`config.mk`:
```
export PLATFORM = sky130hd
export DESIGN_NAME = rv_mdu_flat
export DESIGN_NICKNAME = d
export VERILOG_FILES = /design/src/rtl/rv_mdu_if.sv /design/src/rtl/rv_mdu.sv /design/src/flat_wrapper.sv
export SDC_FILE = /design/constraint.sdc
export NUM_CORES = 1
export LEC_CHECK = 0
export ABC_AREA = 1
export CORE_MARGIN = 2
export CORE_UTILIZATION = 45
export CTS_CLUSTER_SIZE = 20
export DETAILED_ROUTE_END_ITERATION = 12
export GPL_TIMING_DRIVEN = 0
export PLACE_DENSITY = 0.62
export SLEW_MARGIN = 20
export SYNTH_ARGS = -nofsm -noshare
export SYNTH_HDL_FRONTEND = slang
export SYNTH_SLANG_ARGS = --single-unit
```
`constraint.sdc`:
```
create_clock -name clk -period 6.05 [get_ports clk]
set_input_delay 0.605 -clock clk [delete_from_list [all_inputs] [get_ports clk]]
set_output_delay 0.605 -clock clk [all_outputs]
set_load 0.02 [all_outputs]
```
`src/rtl/rv_mdu_if.sv`:
```
// Start/done handshake bundle between the multicycle control path and rv_mdu.
// The control side drives the request (master); the unit answers (slave).
interface rv_mdu_if #(
  parameter int XLEN = 32
);
  logic            start;
  logic [2:0]      op;
  logic [XLEN-1:0] src_a;
  logic [XLEN-1:0] src_b;
  logic            kill;
  logic            busy;
  logic            done;
  logic [XLEN-1:0] result;
  logic            illegal;

  modport master (
    output start, op, src_a, src_b, kill,
    input  busy, done, result, illegal
  );

  modport slave (
    input  start, op, src_a, src_b, kill,
    output busy, done, result, illegal
  );
endinterface

```
`src/rtl/rv_mdu.sv`:
```
// rv_mdu: iterative RV32M/RV64M multiply/divide unit.
// Radix-2 shift-add multiplier and restoring divider on operand magnitudes,
// sign fixed up in FIN. Divide-by-zero and signed overflow finish in one cycle.
// Build option: define RV_MDU_DIV_EN to include the divider; without it every
// op[2]=1 request finishes in one cycle with result 0 and illegal set.
module rv_mdu #(
  parameter int XLEN = 32
) (
  input  logic    clk,
  input  logic    rst,
  rv_mdu_if.slave bus
);

  localparam int CW = $clog2(XLEN);
  localparam logic [XLEN-1:0] MIN_NEG = {1'b1, {(XLEN-1){1'b0}}};

  typedef enum logic [1:0] {
    ST_IDLE = 2'd0,
    ST_MUL  = 2'd1,
    ST_DIV  = 2'd2,
    ST_FIN  = 2'd3
  } state_e;

  state_e              state_q, state_d;
  logic [2:0]          op_q, op_d;
  logic [CW-1:0]       cnt_q, cnt_d;
  logic [2*XLEN-1:0]   acc_q, acc_d;
  logic [2*XLEN-1:0]   mcand_q, mcand_d;
  logic [XLEN-1:0]     mplier_q, mplier_d;
  logic                neg_q, neg_d;
  logic                spec_q, spec_d;
  logic [XLEN-1:0]     spec_res_q, spec_res_d;
  logic [XLEN-1:0]     result_q, result_d;
  logic                done_q, done_d;
  logic                illegal_q, illegal_d;

  // Start-cycle operand decode
  logic                a_sgn_s, b_sgn_s, a_neg_s, b_neg_s;
  logic [XLEN-1:0]     a_mag_s, b_mag_s;
  logic                spec_s;
  logic [XLEN-1:0]     spec_val_s;
  logic [2*XLEN-1:0]   add_s, prod_s;

  // Only MULHU/DIVU/REMU treat rs1 as unsigned; MULHSU additionally treats rs2 as unsigned.
  assign a_sgn_s = bus.op[2] ? ~bus.op[0] : (bus.op[1:0] != 2'b11);
  assign b_sgn_s = bus.op[2] ? ~bus.op[0] : ~bus.op[1];
  assign a_neg_s = a_sgn_s & bus.src_a[XLEN-1];
  assign b_neg_s = b_sgn_s & bus.src_b[XLEN-1];
  assign a_mag_s = a_neg_s ? -bus.src_a : bus.src_a;
  assign b_mag_s = b_neg_s ? -bus.src_b : bus.src_b;

  assign add_s  = acc_q + mcand_q;
  assign prod_s = neg_q ? -acc_q : acc_q;

`ifdef RV_MDU_DIV_EN
  logic [XLEN-1:0]     rem_q, rem_d;
  logic [XLEN-1:0]     quo_q, quo_d;
  logic [XLEN-1:0]     dvsr_q, dvsr_d;
  logic                negr_q, negr_d;
  logic                dz_s, ovf_s, ge_s;
  logic [XLEN:0]       rem_sh_s;
  logic [XLEN-1:0]     sub_s, quo_res_s, rem_res_s;

  assign dz_s  = bus.op[2] & (bus.src_b == {XLEN{1'b0}});
  assign ovf_s = bus.op[2] & ~bus.op[0] & (bus.src_a == MIN_NEG) & (bus.src_b == {XLEN{1'b1}});
  assign spec_s = dz_s | ovf_s;
  assign spec_val_s = dz_s ? (bus.op[1] ? bus.src_a : {XLEN{1'b1}})
                           : (bus.op[1] ? {XLEN{1'b0}} : bus.src_a);

  // Partial remainder shifted left with the next dividend bit (XLEN+1 bits).
  assign rem_sh_s  = {rem_q, quo_q[XLEN-1]};
  assign ge_s      = (rem_sh_s >= {1'b0, dvsr_q});
  // When ge_s holds the true difference is below the divisor, so XLEN bits suffice.
  assign sub_s     = rem_sh_s[XLEN-1:0] - dvsr_q;
  assign quo_res_s = neg_q  ? -quo_q : quo_q;
  assign rem_res_s = negr_q ? -rem_q : rem_q;
`else
  assign spec_s     = bus.op[2];
  assign spec_val_s = {XLEN{1'b0}};
`endif

  assign bus.busy    = (state_q != ST_IDLE);
  assign bus.done    = done_q;
  assign bus.result  = result_q;
  assign bus.illegal = illegal_q;

  // Next-state and datapath update; kill overrides everything and returns to IDLE.
  always_comb begin
    state_d    = state_q;
    op_d       = op_q;
    cnt_d      = cnt_q;
    acc_d      = acc_q;
    mcand_d    = mcand_q;
    mplier_d   = mplier_q;
    neg_d      = neg_q;
    spec_d     = spec_q;
    spec_res_d = spec_res_q;
    result_d   = result_q;
    done_d     = 1'b0;
    illegal_d  = illegal_q;
`ifdef RV_MDU_DIV_EN
    rem_d      = rem_q;
    quo_d      = quo_q;
    dvsr_d     = dvsr_q;
    negr_d     = negr_q;
`endif
    if (bus.kill) begin
      state_d = ST_IDLE;
    end else begin
      case (state_q)
        ST_IDLE: begin
          if (bus.start) begin
            op_d       = bus.op;
            cnt_d      = {CW{1'b0}};
            acc_d      = {(2*XLEN){1'b0}};
            mcand_d    = {{XLEN{1'b0}}, a_mag_s};
            mplier_d   = b_mag_s;
            neg_d      = a_neg_s ^ b_neg_s;
            spec_d     = spec_s;
            spec_res_d = spec_val_s;
            illegal_d  = 1'b0;
`ifdef RV_MDU_DIV_EN
            rem_d      = {XLEN{1'b0}};
            quo_d      = a_mag_s;
            dvsr_d     = b_mag_s;
            negr_d     = a_neg_s;
`endif
            if (spec_s) begin
              state_d = ST_FIN;
            end else if (bus.op[2]) begin
              state_d = ST_DIV;
            end else begin
              state_d = ST_MUL;
            end
          end else begin
            state_d = ST_IDLE;
          end
        end
        ST_MUL: begin
          if (mplier_q[0]) begin
            acc_d = add_s;
          end else begin
            acc_d = acc_q;
          end
          mcand_d  = {mcand_q[2*XLEN-2:0], 1'b0};
          mplier_d = {1'b0, mplier_q[XLEN-1:1]};
          if (cnt_q == CW'(XLEN-1)) begin
            state_d = ST_FIN;
          end else begin
            cnt_d = cnt_q + {{(CW-1){1'b0}}, 1'b1};
          end
        end
`ifdef RV_MDU_DIV_EN
        ST_DIV: begin
          if (ge_s) begin
            rem_d = sub_s;
            quo_d = {quo_q[XLEN-2:0], 1'b1};
          end else begin
            rem_d = rem_sh_s[XLEN-1:0];
            quo_d = {quo_q[XLEN-2:0], 1'b0};
          end
          if (cnt_q == CW'(XLEN-1)) begin
            state_d = ST_FIN;
          end else begin
            cnt_d = cnt_q + {{(CW-1){1'b0}}, 1'b1};
          end
        end
`endif
        ST_FIN: begin
          if (spec_q) begin
            result_d = spec_res_q;
`ifdef RV_MDU_DIV_EN
          end else if (op_q[2]) begin
            result_d = op_q[1] ? rem_res_s : quo_res_s;
`endif
          end else if (op_q[1:0] == 2'b00) begin
            result_d = prod_s[XLEN-1:0];
          end else begin
            result_d = prod_s[2*XLEN-1:XLEN];
          end
`ifdef RV_MDU_DIV_EN
          illegal_d = 1'b0;
`else
          illegal_d = op_q[2];
`endif
          done_d  = 1'b1;
          state_d = ST_IDLE;
        end
        default: begin
          state_d = ST_IDLE;
        end
      endcase
    end
  end

  // State and datapath registers with asynchronous active-low clear.
  always_ff @(posedge clk or negedge rst) begin
    if (!rst) begin
      state_q    <= ST_IDLE;
      op_q       <= 3'b000;
      cnt_q      <= {CW{1'b0}};
      acc_q      <= {(2*XLEN){1'b0}};
      mcand_q    <= {(2*XLEN){1'b0}};
      mplier_q   <= {XLEN{1'b0}};
      neg_q      <= 1'b0;
      spec_q     <= 1'b0;
      spec_res_q <= {XLEN{1'b0}};
      result_q   <= {XLEN{1'b0}};
      done_q     <= 1'b0;
      illegal_q  <= 1'b0;
`ifdef RV_MDU_DIV_EN
      rem_q      <= {XLEN{1'b0}};
      quo_q      <= {XLEN{1'b0}};
      dvsr_q     <= {XLEN{1'b0}};
      negr_q     <= 1'b0;
`endif
    end else begin
      state_q    <= state_d;
      op_q       <= op_d;
      cnt_q      <= cnt_d;
      acc_q      <= acc_d;
      mcand_q    <= mcand_d;
      mplier_q   <= mplier_d;
      neg_q      <= neg_d;
      spec_q     <= spec_d;
      spec_res_q <= spec_res_d;
      result_q   <= result_d;
      done_q     <= done_d;
      illegal_q  <= illegal_d;
`ifdef RV_MDU_DIV_EN
      rem_q      <= rem_d;
      quo_q      <= quo_d;
      dvsr_q     <= dvsr_d;
      negr_q     <= negr_d;
`endif
    end
  end

endmodule

```
`src/flat_wrapper.sv`:
```
// flat-port wrapper written by rule: the top's interface ports become plain ports
module rv_mdu_flat 
#(
  parameter int XLEN = 32
)
  (clk, rst, bus_start, bus_op, bus_src_a, bus_src_b, bus_kill, bus_busy, bus_done, bus_result, bus_illegal);
  rv_mdu_if #(.XLEN(XLEN)) bus_i ();
  input  logic clk;
  input  logic rst;
  input wire logic [$bits(bus_i.start)-1:0] bus_start;
  input wire logic [$bits(bus_i.op)-1:0] bus_op;
  input wire logic [$bits(bus_i.src_a)-1:0] bus_src_a;
  input wire logic [$bits(bus_i.src_b)-1:0] bus_src_b;
  input wire logic [$bits(bus_i.kill)-1:0] bus_kill;
  output wire logic [$bits(bus_i.busy)-1:0] bus_busy;
  output wire logic [$bits(bus_i.done)-1:0] bus_done;
  output wire logic [$bits(bus_i.result)-1:0] bus_result;
  output wire logic [$bits(bus_i.illegal)-1:0] bus_illegal;
  assign bus_i.start = bus_start;
  assign bus_i.op = bus_op;
  assign bus_i.src_a = bus_src_a;
  assign bus_i.src_b = bus_src_b;
  assign bus_i.kill = bus_kill;
  assign bus_busy = bus_i.busy;
  assign bus_done = bus_i.done;
  assign bus_result = bus_i.result;
  assign bus_illegal = bus_i.illegal;
  rv_mdu #(.XLEN(XLEN)) u_core (.clk(clk), .rst(rst), .bus(bus_i));
endmodule
```
==> results of run 1 <==
layer usage:
metal  routed length [um]  share of wire
met3                 4873          0.066
met2                33170           0.45
met4                 3923          0.053
met5                    0              0
met1                31820           0.43
final cells by class:
type                       instances  area, um2  share of cell area
sequential                       205       5130              0.2443
timing repair buffer             107       1111             0.05291
multi-input combinational       2317      10940              0.5209
inverter                         525       1972             0.09391
buffer                            75      337.8             0.01609
clock buffer                      35      745.7             0.03551
clock inverter                    11      97.59            0.004648
tap                              532      665.6             0.03170
path summary, 6_finish.rpt:
| kind | from | slack (ns) | endpoint | cells after the start |
|---|---|---|---|---|
| min | rst | 0.06 | u_core.bus.result[8] | 1 |
| min reg2reg | u_core.bus.result[25] | 0.48 | u_core.bus.result[25] | 2 |
| max in group asynchronous | rst | 4.86 | u_core.acc_q[62] | 3 |
| max reg2reg | u_core.mcand_q[0] | 3.37 | u_core.acc_q[62] | 17 |
| min in group clk | u_core.bus.result[25] | 0.48 | u_core.bus.result[25] | 2 |
| max | u_core.mcand_q[0] | 3.37 | u_core.acc_q[62] | 17 |
placed cells by master (no fill, tap or decap), drive strengths merged:
cell | netlist | routed
nand2 | 1127 | 1127
inv | 523 | 523
nor2 | 333 | 333
nand3 | 258 | 258
o21ai | 214 | 214
dfrtp | 205 | 205
a21oi | 149 | 149
clkdlybuf4s50 | 0 | 104
ha | 68 | 68
clkbuf | 32 | 67
buf | 43 | 46
nor3 | 34 | 34
nand4 | 29 | 29
xor2 | 21 | 21
o31ai | 18 | 18
o211ai | 15 | 15
nand3b | 11 | 11
o22ai | 11 | 11
clkinv | 2 | 8
nor4 | 6 | 6
a31oi | 5 | 5
xnor2 | 4 | 4
clkinvlp | 0 | 4
o21a | 3 | 3
or2 | 2 | 2
a21o | 2 | 2
o21bai | 2 | 2
a22o | 2 | 2
nor3b | 1 | 1
a2111oi | 1 | 1
fa | 1 | 1
bufinv | 0 | 1
critical path: stages (launching register included):
cell and delay (ns):
dfrtp_1 0.46, ha_1 0.21, inv_1 0.06, fa_1 0.39, inv_1 0.08, nand3_1 0.11, inv_1 0.08, nand2_1 0.05
nand3_1 0.14, nand2_1 0.07, nand2_1 0.16, nand2_1 0.08, nand2_1 0.22, nand2_1 0.20, nand2_1 0.10, nand2_1 0.05
nand3_1 0.07, nand2_1 0.05
metrics by stage:
stage | instances | util | setup WS (ns) | area [um2]
after floorplan | 3122 | - | 4.109 | 18380
after global placement | 3759 | 0.4955 | -4.417 | 20090
after detailed placement | 3761 | 0.4970 | 3.093 | 20150
after CTS | 3807 | 0.5178 | 3.433 | 21000
after global routing | 3807 | 0.5178 | 3.220 | 21000
final | 3807 | 0.5178 | 3.373 | 21000
report_power, final:
group          switching (mW)  leakage (nW)  total, mW  internal [mW]
combinational            1.96          8.44       2.89          0.937
sequential              0.282          2.70       1.93           1.64
clock                   0.630         0.405       1.53          0.904
registers in the layout, indices dropped and copies added, names as in the netlist:
name and count:
u_core.bus.done 1, u_core.mcand_q 64, u_core.op_q 3, u_core.bus.illegal 1, u_core.neg_q 1, u_core.bus.result 32, u_core.mplier_q 32, u_core.state_q 2
u_core.acc_q 64, u_core.cnt_q 5
cell families after synthesis:
kind of cell,after synthesis
buf+inv,600
fa+ha+maj,69
xor+xnor,25
simple gates,1801
flops,205
compound gates,422
==> out/qor.yml, run 1 <==
outcome:
  outcome: "finished clean"
floorplanning:
  die-area_mm2: 0.04247
  die_w_um: 206.1
  coreArea_mm2: 0.04055
  chipHeight_um: 206.1
  fp-row-count: 74
  start_util: 0.4532
  pin_count: 106
synthesis:
  synth_most_common_cell: "nand2_1"
  synth_top_area_cell: "dfrtp_1"
  synth-edff-count: 0
  synthCells: 3122
  yosysSeqAreaShare: 0.2791
  ys_top_cells_by_area: "dfrtp_1 28%, nand2_1 23%, inv_1 10%"
  ys_warn_count: 0
  synthMuxAreaShare: 0
  synthXorXnorAreaFrac: 0.01191
  synthFlopType: "dfrtp_1"
  synth-adder-area-share: 0.04739
  synth_top_family_by_area: "simple AND/OR/NAND/NOR gates"
  synth_seq_cells: 205
  async_flop_share: 1.000
  synthTopCellsByCount: "1,110 x nand2_1, 509 x inv_1, 301 x nor2_1"
  synth_top_area_share: 0.2791
  syn_nets: 3262
  synth_cell_type_count: 43
  synth_area_per_cell_um2: 5.886
  synth_area_mm2: 0.01838
  synth_compound_area_frac: 0.1251
  synth_simple_gate_area_frac: 0.4107
clock_tree:
  clk_latency_ns: 0.56
  htree_levels: 1
  cts_tree: "built"
  holdBufCountCts: 0
  cts.clk_slew.worst_paths_ns: 0.06
  cts_sinks: 205
  cts_buffers: 26
  cts_resized: 0
  cts_root_buffer: "clkbuf_16"
  clock_path_buffers: 3
  cts_setup_buffers: 0
flow_run:
  cap_violations: 0
timing:
  min_period_over_period: 0.4424
  clock.fmax_ghz: 0.3736
  fin_crit_ns: 2.677
  drv_slew: 0
  max-slew-margin-rel: 0.4416
  whs_ns: 0.05787
  final.setup.tns_ns: 0
  finalSetupViolations: 0
  tightest_slew_ns: 0.8377
  finalClockSkew_ns: 0.01665
  finalHoldViolCount: 0
  rsz0062_at_grt: "false"
critical_path:
  crit_required_ns: 6.49
  worstPathMaxFanout: 4
  path_class: "flip-flop to flip-flop"
  worst_setup_path_end_kind: "flip-flop"
  cp-start-kind: "flip-flop"
  crit_arrival_ns: 3.12
grt:
  grt_pass1_wl_um: 111900
  grt_busiest_layer: "met2"
  grt_use_met3: 0.04052
  grt_pass1_vias: 19050
  grt_max_degree: 90
  antenna_found_initial: 1
  track_usage: 0.3507
  grtUsageMet2: 0.5772
  grt_overflow_total: 0
  use_met1: 0.4595
place:
  place.gp.congestion: 0.9860
  hpwl_um: 61160
  port_buffers: 105
drt:
  vias: 20340
  drt-initial-drc-count: 1590
  drc: 0
  final_antenna_net_count: 0
  vias_per_cell: 5.342
  totalWireLength_um: 73790
  avgRoutedWirePerCell_um: 19.38
  dr.pass1.iters: 5
power_and_ir_drop:
  total_power_mw: 6.354
  peakVddDrop_mv: 0.2174
  leakagePower_nw: 11.55
  power_density_mw_per_mm2: 302.6
final_layout:
  num_antenna_cells: 0
  syn_to_final_growth_pct: 14.26
  final_nets: 3397
  fillCellCount: 4291
  drive_gt1_frac: 0.05099
worst_hold_path:
  hp-class: "input port to asynchronous set/reset pin"
(Power assumes the default switching activity.)
==> inputs of run 2 (changes only) <==
==> constraint.sdc (replaced) <==
create_clock -name clk -period 2.5 [get_ports clk]
set_input_delay 0.25 -clock clk [delete_from_list [all_inputs] [get_ports clk]]
set_output_delay 0.25 -clock clk [all_outputs]
set_load 0.02 [all_outputs]
==> run 2 against run 1 <==
Against the previous run: non-clock buffer count is 4 higher; sequential power is 140% higher; sequential share of layout area is 0.16 points lower; flip-flop and latch count stayed put; critical endpoint is now u_core.bus.result[8]; cell area is 0.77% higher.
==> out/qor.yml, run 2 (synthesized netlist as in run 1, its figures left out) <==
final_layout:
  drive_gt1_frac: 0.06313  # +0.01214
  instances_no_fill: 3811  # +0.11%
  mostFrequentLayoutCell: "nand2_1"
  syn_to_final_growth_pct: 15.14
  final_nets: 3401  # +0.12%
  layout_common_cells: "1,097 x nand2_1, 509 x inv_1, 296 x nor2_1"
  fillCellCount: 4276  # -0.35%
  reg_top3: "u_core.acc_q (64), u_core.mcand_q (64)"
  num_antenna_cells: 0  # unchanged
  final_area_mm2: 0.02116  # +0.77%
timing:
  finalClockSkew_ns: 0.01647  # -0.0001794 ns
  min_period_over_period: 0.9784  # +0.5360
  final.setup.tns_ns: 0  # unchanged
  tightest_slew_ns: 0.8752  # +0.03757 ns
  finalSetupViolations: 0  # unchanged
  whs_ns: 0.3094  # +0.2515 ns
  rsz0062_at_grt: "true"
  fin_crit_ns: 2.446  # -0.2307 ns
  clock.fmax_ghz: 0.4088  # +9.4%
  finalHoldViolCount: 0  # unchanged
  drv_slew: 0  # unchanged
  max-slew-margin-rel: 0.4165  # -0.02505
power_and_ir_drop:
  power_density_mw_per_mm2: 732.4  # +140%
  peakVddDrop_mv: 0.5234  # +140%
  total_power_mw: 15.50  # +140%
  leakagePower_nw: 11.57  # +0.19%
clock_tree:
  cts_tree: "built"
  cts_root_buffer: "clkbuf_16"
  htree_levels: 1  # unchanged
  cts.clk_slew.worst_paths_ns: 0.06  # about the same
  clk_latency_ns: 0.56  # about the same
  cts_buffers: 26  # unchanged
  cts_sinks: 205  # unchanged
  clock_path_buffers: 3  # unchanged
grt:
  grt_max_degree: 90  # unchanged
  grt_overflow_total: 0  # unchanged
  antenna_found_initial: 1  # unchanged
  grt_pass1_wl_um: 111900  # about the same
  track_usage: 0.3505  # about the same
  grt_pass1_vias: 19060  # +0.079%
floorplanning:
  chipHeight_um: 206.1  # unchanged
  fp-row-count: 74  # unchanged
  coreArea_mm2: 0.04055  # unchanged
  die-area_mm2: 0.04247  # unchanged
  pin_count: 106  # unchanged
  die_w_um: 206.1  # unchanged
  start_util: 0.4532  # unchanged
outcome:
  outcome: "finished clean"
drt:
  vias_per_cell: 5.319  # -0.44%
  final_antenna_net_count: 0  # unchanged
  vias: 20270  # -0.33%
  avgRoutedWirePerCell_um: 19.42  # +0.17%
  dr.pass1.iters: 6  # +1
  drc: 0  # unchanged
  totalWireLength_um: 73990  # +0.28%
  drt-initial-drc-count: 1617  # +1.7%
critical_path:
  regToRegStartpoint: "u_core.neg_q"
  worst_setup_path_end_kind: "flip-flop"
  path_class: "flip-flop to flip-flop"
  worst_setup_path_startpoint: "u_core.neg_q"
  crit_required_ns: 2.99  # -3.50 ns
  crit_arrival_ns: 2.94  # -0.18 ns
  worstPathMaxFanout: 10  # +6
  cp-start-kind: "flip-flop"
place:
  dp_cells: 3761  # unchanged
  port_buffers: 105  # unchanged
  hpwl_um: 61160  # unchanged
  place.gp.congestion: 0.9860  # unchanged
  place_area_mm2: 0.02015  # unchanged
flow_run:
  cap_violations: 0  # unchanged
worst_hold_path:
  hp-class: "input port to asynchronous set/reset pin"
-- run 2: cell types whose count changed in the layout (fill, tap and decap cells not counted), sizes merged --
| cell | before | now |
|---|---|---|
| dlygate4sd3 | 0 | 1 |
| buf | 46 | 49 |
-- run 2: timing repair --
item | CTS | global route
gates resized for setup | 5 | 36
hold buffers | 1 | 0
cloned | 0 | 0
pin swaps | 0 | 2
setup buffers | 0 | 3
setup endpoints to repair | 5 | 37
endpoints found under the hold margin | 88 | 0
-- run 2: worst paths after layout --
| check | to | slack [ns] | cells after the start |
|---|---|---|---|
| hold reg to reg | u_core.bus.result[25] | 0.48 | 2 |
| hold / removal | u_core.bus.result[8] | 0.31 | 2 |
| setup reg to reg | u_core.bus.result[8] | 0.05 | 7 |
| setup / recovery | u_core.bus.result[8] | 0.05 | 7 |
| max in group asynchronous | u_core.acc_q[62] | 1.06 | 4 |
| min in group clk | u_core.op_q[0] | 0.31 | 3 |
-- run 2: worst max-delay path, cell delays in order (launching register included) --
cell	delay, ns
dfrtp_1	0.46
buf_4	0.28
buf_2	0.31
clkbuf_1	0.70
nand3_1	0.15
nand3_1	0.24
nand2_1	0.15
nand2_1	0.08
-- run 2: layer usage --
layer	wire length, um	up-vias	GRT usage	share of wire
met3	4682	170	0.04052	0.063
met2	33510	722	0.5761	0.45
li1	-	10110	-	-
met1	31880	9266	0.4588	0.43
met4	3922	0	0.1671	0.053
met5	0	-	0	0
-- run 2: per-stage QoR --
stage                     worst slack [ns]    util
final                              0.05400  0.5218
after global routing              -0.03646  0.5218
after CTS                          0.01050  0.5182
after detailed placement           -0.1023  0.4970
after global placement              -7.612  0.4955
after floorplan                     0.5593       -
-- run 2: final cells by class --
| type | instances | area [um2] | area share |
|---|---|---|---|
| multi-input cells | 2317 | 11060 | 0.5228 |
| flip-flops and latches | 205 | 5135 | 0.2427 |
| inverters | 525 | 1972 | 0.09319 |
| repair buffers | 111 | 1144 | 0.05404 |
| clock buffers | 35 | 745.7 | 0.03524 |
| well taps | 532 | 665.6 | 0.03146 |
| plain buffers | 75 | 337.8 | 0.01596 |
| clock inverters | 11 | 97.59 | 0.004612 |
-- run 2: report_power, final --
group | internal [mW] | total, mW | switching (mW)
sequential | 3.98 | 4.67 | 0.686
clock | 2.19 | 3.71 | 1.53
combinational | 2.33 | 7.12 | 4.79
total | 8.49 | 15.5 | 7.00
==> inputs of run 3 (changes only) <==
--- a/config.mk
+++ b/config.mk
@@ -8,7 +8,7 @@
 export ABC_AREA = 1
 export CORE_MARGIN = 2
 export CORE_UTILIZATION = 45
-export CTS_CLUSTER_SIZE = 20
+export CTS_CLUSTER_SIZE = 25
 export DETAILED_ROUTE_END_ITERATION = 12
 export GPL_TIMING_DRIVEN = 0
 export PLACE_DENSITY = 0.62
==> results of run 3 <==
Same layout as run 2: the final DEF is identical, and so are final timing and power.
